$ cat config.mk
export PLATFORM = sky130hd
export DESIGN_NAME = mem_arbiter
export DESIGN_NICKNAME = d
export VERILOG_FILES = /design/src/rtl/mem_arbiter_pkg.sv /design/src/rtl/mem_arbiter_rr_pick.sv /design/src/rtl/mem_arbiter.sv
export SDC_FILE = /design/constraint.sdc
export NUM_CORES = 1
export LEC_CHECK = 0
export CAP_MARGIN = 20
export CORE_AREA = 3 3 122 124
export CTS_BUF_LIST = sky130_fd_sc_hd__clkbuf_4 sky130_fd_sc_hd__clkbuf_8 sky130_fd_sc_hd__clkbuf_16
export DETAILED_ROUTE_END_ITERATION = 8
export DIE_AREA = 0 0 125 127
export MAX_ROUTING_LAYER = met4
export PLACE_DENSITY_LB_ADDON = 0.3
export SLEW_MARGIN = 15
export SYNTH_ARGS = -nofsm -noshare
export SYNTH_HDL_FRONTEND = slang
export SYNTH_HIERARCHICAL = 1
export SYNTH_SLANG_ARGS = --single-unit
$ cat constraint.sdc
create_clock -name I_clk -period 1.75 [get_ports I_clk]
set_clock_uncertainty 0.05 [all_clocks]
set_input_delay 0.175 -clock I_clk [delete_from_list [all_inputs] [get_ports I_clk]]
set_output_delay 0.175 -clock I_clk [all_outputs]
set_load 0.01 [all_outputs]
$ cat src/rtl/mem_arbiter_pkg.sv
// Shared definitions for the two-master memory port arbiter.
// Holds the FSM state encoding, default bus widths and a small helper that
// turns a master index into a one-hot grant vector.
package mem_arbiter_pkg;

  localparam int AW_DEFAULT = 32;
  localparam int DW_DEFAULT = 32;
  localparam int MW_DEFAULT = DW_DEFAULT / 8;

  // IDLE picks a winner, ISSUE drives the memory port, RESP returns the ack.
  typedef enum logic [1:0] {
    ST_IDLE  = 2'd0,
    ST_ISSUE = 2'd1,
    ST_RESP  = 2'd2
  } arbState_e;

  function automatic logic [1:0] toOneHot(input logic idx);
    return idx ? 2'b10 : 2'b01;
  endfunction

endpackage

$ cat src/rtl/mem_arbiter_rr_pick.sv
// Two-way request picker for mem_arbiter.
// Ports:
//   req_i      requests, bit N = master N
//   last_i     master granted most recently (0 = m0, 1 = m1)
//   rr_i       1 = round-robin on a tie, 0 = m0 always wins a tie
//   lockEn_i   1 = only lockOwn_i may be granted
//   lockOwn_i  master holding the lock
//   gnt_o      one-hot winner, 0 when nobody is eligible
module mem_arb_rr_pick
  import mem_arbiter_pkg::*;
(
  input  logic [1:0] req_i,
  input  logic       last_i,
  input  logic       rr_i,
  input  logic       lockEn_i,
  input  logic       lockOwn_i,
  output logic [1:0] gnt_o
);

  logic [1:0] eligible;

  // A held lock masks the other master out before tie-breaking, so a lone
  // request from the non-owner is simply left waiting.
  always_comb begin
    eligible = req_i;
    if (lockEn_i) begin
      eligible = req_i & toOneHot(lockOwn_i);
    end
    gnt_o = eligible;
    if (eligible == 2'b11) begin
      gnt_o = (rr_i && !last_i) ? 2'b10 : 2'b01;
    end
  end

endmodule

$ cat src/rtl/mem_arbiter.sv
// Arbitrates the single RAM/GPIO data port between m0 (CPU load/store unit)
// and m1 (debug/program loader). The winning command is registered onto the
// memory port, held through memory stalls, and completed with a one-cycle ack
// that carries the read data (zero for writes).
// Ports:
//   I_clk, I_rst                  clock, synchronous active-high reset
//   I_mN_req/addr/wdata/mask/we   master N command, held until O_mN_ack
//   I_mN_lock                     keep ownership after this access
//   O_mN_ack, O_mN_rdata          completion pulse and read data
//   O_s_addr/data/mask/we         registered memory command
//   I_s_rdata, I_s_stall          memory read data and not-ready
//   O_gnt                         one-hot owner during ISSUE/RESP
// Build option: define MEM_ARB_LOCK_EN to enable bus locking; without it the
// lock inputs are ignored and no lock state exists.
module mem_arbiter
  import mem_arbiter_pkg::*;
#(
  parameter int AW = AW_DEFAULT,
  parameter int DW = DW_DEFAULT,
  parameter int MW = MW_DEFAULT,
  parameter int RR = 1
) (
  input  logic          I_clk,
  input  logic          I_rst,
  input  logic          I_m0_req,
  input  logic [AW-1:0] I_m0_addr,
  input  logic [DW-1:0] I_m0_wdata,
  input  logic [MW-1:0] I_m0_mask,
  input  logic          I_m0_we,
  input  logic          I_m0_lock,
  output logic          O_m0_ack,
  output logic [DW-1:0] O_m0_rdata,
  input  logic          I_m1_req,
  input  logic [AW-1:0] I_m1_addr,
  input  logic [DW-1:0] I_m1_wdata,
  input  logic [MW-1:0] I_m1_mask,
  input  logic          I_m1_we,
  input  logic          I_m1_lock,
  output logic          O_m1_ack,
  output logic [DW-1:0] O_m1_rdata,
  output logic [AW-1:0] O_s_addr,
  output logic [DW-1:0] O_s_data,
  output logic [MW-1:0] O_s_mask,
  output logic          O_s_we,
  input  logic [DW-1:0] I_s_rdata,
  input  logic          I_s_stall,
  output logic [1:0]    O_gnt
);

  arbState_e     state_q, state_d;
  logic          owner_q, owner_d;
  logic          we_q, we_d;
  logic          last_q, last_d;
  logic [AW-1:0] sAddr_q, sAddr_d;
  logic [DW-1:0] sData_q, sData_d;
  logic [MW-1:0] sMask_q, sMask_d;
  logic [1:0]    pickGnt;
  logic          lockActive;
  logic          lockOwner;

`ifdef MEM_ARB_LOCK_EN
  logic locked_q, locked_d;
  logic lockOwn_q, lockOwn_d;
  assign lockActive = locked_q;
  assign lockOwner  = lockOwn_q;
`else
  logic unusedLock;
  assign unusedLock = I_m0_lock ^ I_m1_lock;
  assign lockActive = 1'b0;
  assign lockOwner  = 1'b0;
`endif

  mem_arb_rr_pick uPick (
    .req_i     ({I_m1_req, I_m0_req}),
    .last_i    (last_q),
    .rr_i      (RR != 0),
    .lockEn_i  (lockActive),
    .lockOwn_i (lockOwner),
    .gnt_o     (pickGnt)
  );

  // Next-state logic: the winner's command is captured on leaving IDLE and
  // held unchanged on the memory port until the access completes.
  always_comb begin
    state_d = state_q;
    owner_d = owner_q;
    we_d    = we_q;
    last_d  = last_q;
    sAddr_d = sAddr_q;
    sData_d = sData_q;
    sMask_d = sMask_q;
`ifdef MEM_ARB_LOCK_EN
    locked_d  = locked_q;
    lockOwn_d = lockOwn_q;
`endif
    case (state_q)
      ST_IDLE: begin
        if (pickGnt != 2'b00) begin
          state_d = ST_ISSUE;
          owner_d = pickGnt[1];
          sAddr_d = pickGnt[1] ? I_m1_addr  : I_m0_addr;
          sData_d = pickGnt[1] ? I_m1_wdata : I_m0_wdata;
          sMask_d = pickGnt[1] ? I_m1_mask  : I_m0_mask;
          we_d    = pickGnt[1] ? I_m1_we    : I_m0_we;
        end
      end
      ST_ISSUE: begin
        if (!I_s_stall) begin
          state_d = ST_RESP;
        end
      end
      ST_RESP: begin
        state_d = ST_IDLE;
        last_d  = owner_q;
`ifdef MEM_ARB_LOCK_EN
        // The owner's lock bit at completion decides whether it keeps the bus.
        locked_d  = owner_q ? I_m1_lock : I_m0_lock;
        lockOwn_d = owner_q;
`endif
      end
      default: state_d = ST_IDLE;
    endcase
  end

  // Output decode: ack and read data exist only in RESP, write enable only in
  // ISSUE, so a stalled write is simply re-presented to the memory.
  always_comb begin
    O_m0_ack   = 1'b0;
    O_m1_ack   = 1'b0;
    O_m0_rdata = '0;
    O_m1_rdata = '0;
    O_gnt      = 2'b00;
    O_s_we     = 1'b0;
    if (state_q == ST_ISSUE) begin
      O_s_we = we_q;
    end
    if (state_q != ST_IDLE) begin
      O_gnt = toOneHot(owner_q);
    end
    if (state_q == ST_RESP) begin
      if (owner_q) begin
        O_m1_ack   = 1'b1;
        O_m1_rdata = we_q ? '0 : I_s_rdata;
      end else begin
        O_m0_ack   = 1'b1;
        O_m0_rdata = we_q ? '0 : I_s_rdata;
      end
    end
  end

  assign O_s_addr = sAddr_q;
  assign O_s_data = sData_q;
  assign O_s_mask = sMask_q;

  // State register. The last-grant pointer resets to m1 so m0 wins the
  // first tie; an access in flight at reset is dropped without an ack.
  always_ff @(posedge I_clk) begin
    if (I_rst) begin
      state_q <= ST_IDLE;
      owner_q <= 1'b0;
      we_q    <= 1'b0;
      last_q  <= 1'b1;
      sAddr_q <= '0;
      sData_q <= '0;
      sMask_q <= '0;
    end else begin
      state_q <= state_d;
      owner_q <= owner_d;
      we_q    <= we_d;
      last_q  <= last_d;
      sAddr_q <= sAddr_d;
      sData_q <= sData_d;
      sMask_q <= sMask_d;
    end
  end

`ifdef MEM_ARB_LOCK_EN
  // Lock state, cleared by reset or by an owner access completing unlocked.
  always_ff @(posedge I_clk) begin
    if (I_rst) begin
      locked_q  <= 1'b0;
      lockOwn_q <= 1'b0;
    end else begin
      locked_q  <= locked_d;
      lockOwn_q <= lockOwn_d;
    end
  end
`endif

endmodule

Word level (Yosys, flattened, before mapping)

Index checks and enable logic that the tools add are counted.

Flip-flop bits (word level): 73
Logic and storage cells: 38
Input port bits: 177
Output and inout port bits: 137

Mux-type cells: 21
Equal/unequal tests: 5
Reductions and logical operators: 5

Operators with widths:

| operator             | count |
|---|---|
| $mux W32             | 7 |
| $mux W2              | 6 |
| $mux W1              | 6 |
| $eq A2 B2 Y1 const B | 2 |
| $mux W4              | 1 |
| $ne A2 B2 Y1 const B | 2 |
| $pmux W2 S2          | 1 |
| $reduce_and A2 Y1    | 2 |
| $reduce_bool A2 Y1   | 2 |
| $eq A2 B1 Y1 const B | 1 |
| $logic_not A2 Y1     | 1 |

Logic depth before layout (Yosys ltp)

Word-level depth: 5
Mapped depth: 10

Cells and area by module

Netlist, hierarchy kept.

Modules (own cells, without submodules):

| module          | cells each | instances | area each (sq um) |
|---|---|---|---|
| mem_arbiter     | 449        | 1         | 3856.2 |
| mem_arb_rr_pick | 6          | 1         | 47.5 |

Least setup slack after synthesis

Ideal clock, no wire load.

Path kind: register to register
Start: register last_q
End: register sAddr_q[0], in the netlist O_s_addr[0]
Cell stages (with the launch flop): 11
Arrival: 1.818 ns
Slack: -0.198 ns
Period minus slack after synthesis: 1.948 ns
Cell sequence: dfxtp_1 nor2b_1 o311a_1 buf_6 or2_1 buf_2 and2_1 buf_6 buf_6 buf_6 a211oi_2

Cells in the longest elaborated chain, start to end: 4
Elaborated cells on any way between the ends: 5
Classes of those cells: 3 x mux; 2 x reduce/logical

Ends and longest elaborated chain:

| what                               | RTL line                  | text |
|---|---|---|
| start, declared                    | mem_arbiter.sv:53         | `logic last_q, last_d;` |
| start signal, assigned             | mem_arbiter.sv:170        | `last_q <= last_d;` |
| $mux W2 *                          | mem_arbiter_rr_pick.sv:31 | `gnt_o = (rr_i && !last_i) ? 2'b10 : 2'b01;` |
| $mux W2 *                          | mem_arbiter_rr_pick.sv:30 | `if (eligible == 2'b11) begin` |
| net pickGnt[1]                     | mem_arbiter.sv:57         | `logic [1:0] pickGnt;` |
| $reduce_bool A2 Y1                 | mem_arbiter.sv:98         | `if (pickGnt != 2'b00) begin` |
| $reduce_and A2 Y1 (no source line) | n/a                       |  |
| end signal, assigned               | mem_arbiter.sv:171        | `sAddr_q <= sAddr_d;` |
| end, declared                      | mem_arbiter.sv:54         | `logic [AW-1:0] sAddr_q, sAddr_d;` |

The timed path passes the listed nets; every way through them passes the cells marked *.
A chain may end at the register's enable or synchronous reset.

Worst setup path in the final report

Start: register last_q
End: register sData_q[1], in the netlist O_s_data[1]

Cells in the longest elaborated chain, start to end: 4
Elaborated cells on any way between the ends: 5
Classes of those cells: 3 x mux; 2 x reduce/logical

Ends and longest elaborated chain:

| what                               | RTL line                  | text |
|---|---|---|
| $mux W2 *                          | mem_arbiter_rr_pick.sv:31 |  |
| $mux W2 *                          | mem_arbiter_rr_pick.sv:30 |  |
| net pickGnt[1]                     | mem_arbiter.sv:57         |  |
| $reduce_bool A2 Y1                 | mem_arbiter.sv:98         |  |
| $reduce_and A2 Y1 (no source line) | n/a                       |  |
| end signal, assigned               | mem_arbiter.sv:172        | `sData_q <= sData_d;` |
| end, declared                      | mem_arbiter.sv:55         | `logic [DW-1:0] sData_q, sData_d;` |

Marked as above.

==> flow_summary.json <==
{
  "status": "finished, violations left",
  "violations": "negative setup slack",
  "drt_iter0_drc": 128,
  "via_count": 4688,
  "nets": 945,
  "num_io_pins": 314,
  "yosysSeqAreaShare_pct": 37.4,
  "cts_buffers": 9,
  "drive_gt1_share_pct": 23.3,
  "peakVddDrop_uv": 388,
  "clock_sinks": 73,
  "critPathLaunchType": "flip-flop",
  "worst-path-buf-inv": 2,
  "synth-edff-count": 0,
  "grt_first_pass_wirelength_um": 24700,
  "place_hpwl_um": 12200,
  "ant_nets": 0,
  "power_density_mw_per_mm2": 764,
  "rows": 43,
  "antennaDiodeCount": 0,
  "start_util_pct": 28.1,
  "synth_cell_types": 25,
  "p_leak_nw": 3.22,
  "ys_ff_latch": 73,
  "worstSetupEndpointType": "flip-flop",
  "whs_ns": 0.333,
  "placed_cells": 923,
  "path_cells": "nor2b_4 -> o311a_4 -> or2_4 -> and2_4 -> buf_12 -> buf_16 -> a211oi_1",
  "placed_area_sq_mm": 0.00731,
  "synth_top_area_share_pct": 37.4,
  "min_path_type": "in -> reg",
  "fillers": 1234,
  "syn_area_per_cell_sq_um": 8.58,
  "final.min_clock_period_ns": 1.78,
  "synth.cell_area_sq_mm": 0.00390,
  "clk_pin_slew_ns": 0.06,
  "required_ns": 1.94,
  "fin_area_sq_mm": 0.00802,
  "final_max_slew_viol_count": 0,
  "totalWireLength_um": 17600,
  "utilization_pct": 57.8,
  "slowest_stage": "dfxtp_2",
  "avgViaCountPerCell": 4.92,
  "fmax_mhz": 561,
  "critPathMaxFanout": 14,
  "h-tree-depth": 3,
  "finalSetupViolCount": 24,
  "grt_max_degree": 74,
  "dieWidth_um": 125,
  "place.gp.congestion": 0.918,
  "final.setup.worst_slack_ns": -0.0310,
  "area_growth_pct": 105,
  "yosysTopAreaCell": "dfxtp_1",
  "rsz0062_at_grt": "true",
  "synthCells": 455,
  "firstDrtPassIters": 4,
  "ys_async_sr_fraction_pct": 0,
  "period_share_pct": 102,
  "yosysMostFrequentCell": "dfxtp_1",
  "die_area_sq_mm": 0.0159,
  "grt-ovfl-total": 0,
  "crit_family": "simple AND/OR/NAND/NOR gates",
  "multiInputGateArea_sq_mm": 0.00252,
  "regArea_sq_mm": 0.00146,
  "antenna_found_initial": 0,
  "synth_flop_cell": "dfxtp_1",
  "yosys-top-cells-area": "dfxtp_1, mux2i_1, a211oi_1",
  "clk_path_buf_depth": 2,
  "yosys_warnings": 6,
  "route.detailed.drc": 0,
  "die_h_um": 127,
  "path_class": "reg -> reg",
  "cts-root-buf": "clkbuf_16",
  "hold_violations": 0,
  "finalPower_mw": 6.13,
  "grt_pass1_vias": 4805,
  "grt_usage_pct": 19.6,
  "max_stage_delay_ns": 0.35,
  "fin_cells": 953,
  "tritoncts": "yes",
  "wl_per_cell_um": 18.5,
  "synthTopCellsByCount": "dfxtp_1, a21oi_1, mux2i_1",
  "portBuffers": 311,
  "clk_latency_ns": 0.32,
  "cap_violations": 0,
  "critPathArrivalTime_ns": 1.97,
  "core-area_sq_mm": 0.0139
}
-- cell type report --
cell class | count | area share (%)
flip-flops and latches | 73 | 18.2
inverters | 4 | 0.187
well taps | 180 | 2.81
clock inverters | 3 | 0.499
repair buffers | 348 | 43.6
clock buffers | 13 | 3.26
multi-input cells | 332 | 31.4
-- metal layers --
metal  vias up  track usage, %  wire length, um
met5         -               -                0
met4         0            7.59              495
met3        34            3.30             1120
met2       212            37.7             9480
met1      2192            19.8             6510
li1       2250               -                -
-- timing repair --
| action | CTS | global route |
|---|---|---|
| setup endpoints to repair | 138 | 117 |
| setup buffers | 5 | 0 |
| resized for setup | 211 | 79 |
| cloned | 3 | 7 |
| pin swaps | 4 | 8 |
| hold buffers | 0 | 0 |
-- per-stage QoR --
stage / TNS (ns) / setup slack, ns
3_3_place_gp: -24.03 / -0.357
3_5_place_dp: -26.05 / -0.405
5_1_grt: -2.32 / -0.0753
2_1_floorplan: -0.662 / -0.0665
4_1_cts: -0.107 / -0.0116
6_report: -0.257 / -0.0310
-- cell families after synthesis --
logic type | after synthesis | share of synthesized area [%]
AO/OA/AOI/OAI | 144 | 24.7
AND/OR/NAND/NOR | 112 | 13.7
flip-flops | 73 | 37.4
multiplexers | 69 | 17.7
buffers and inverters | 55 | 6.28
other | 2 | 0.192
-- tightest hold or removal path: stages --
cell,delay [ns]
buf_2,0.11
buf_12,0.22
a21oi_1,0.15
-- where the power goes --
part	switching (mW)	total (mW)	internal (mW)
sequential	0.114	1.99	1.87
clock	0.664	1.85	1.19
combinational	1.00	2.29	1.29
-- flip-flops by register name, summed over array words and instances, names as in the netlist --
signal    cells
O_s_data     32
O_s_mask      4
state_q       2
owner_q       1
we_q          1
last_q        1
O_s_addr     32
-- placed cells by master (no fill, tap or decap), types with 2 or more instances in the layout --
cell	synthesis	routed
inv_2	2	3
clkdlybuf4s15_1	0	7
mux2i_2	0	3
buf_4	0	11
nor2_2	0	2
a21oi_2	0	5
a211oi_1	59	18
mux2i_1	69	66
conb_1	2	7
dlygate4sd2_1	0	13
nor2_1	67	64
clkbuf_16	0	15
nand2b_1	35	33
dfxtp_2	0	2
clkbuf_2	0	19
dfxtp_1	73	71
a211oi_2	10	51
nand2b_4	0	2
clkdlybuf4s50_1	0	240
buf_2	7	29
buf_6	4	3
buf_12	0	12
or2_4	0	2
buf_16	0	3
clkbuf_4	0	3
clkdlybuf4s15_2	0	3
nand2_1	2	2
a21oi_1	71	66
clkinv_2	0	2
-- worst paths after layout --
check,start,to,slack [ns],cells after the start
hold reg to reg,last_q$_SDFFE_PP1N_,last_q$_SDFFE_PP1N_,0.44,1
setup reg to reg,last_q$_SDFFE_PP1N_,O_s_data[1]$_SDFFE_PP0P_,-0.03,7
hold / removal,I_rst,owner_q$_SDFFE_PP0P_,0.33,3
setup / recovery,last_q$_SDFFE_PP1N_,O_s_data[1]$_SDFFE_PP0P_,-0.03,7
(Power assumes the default switching activity.)
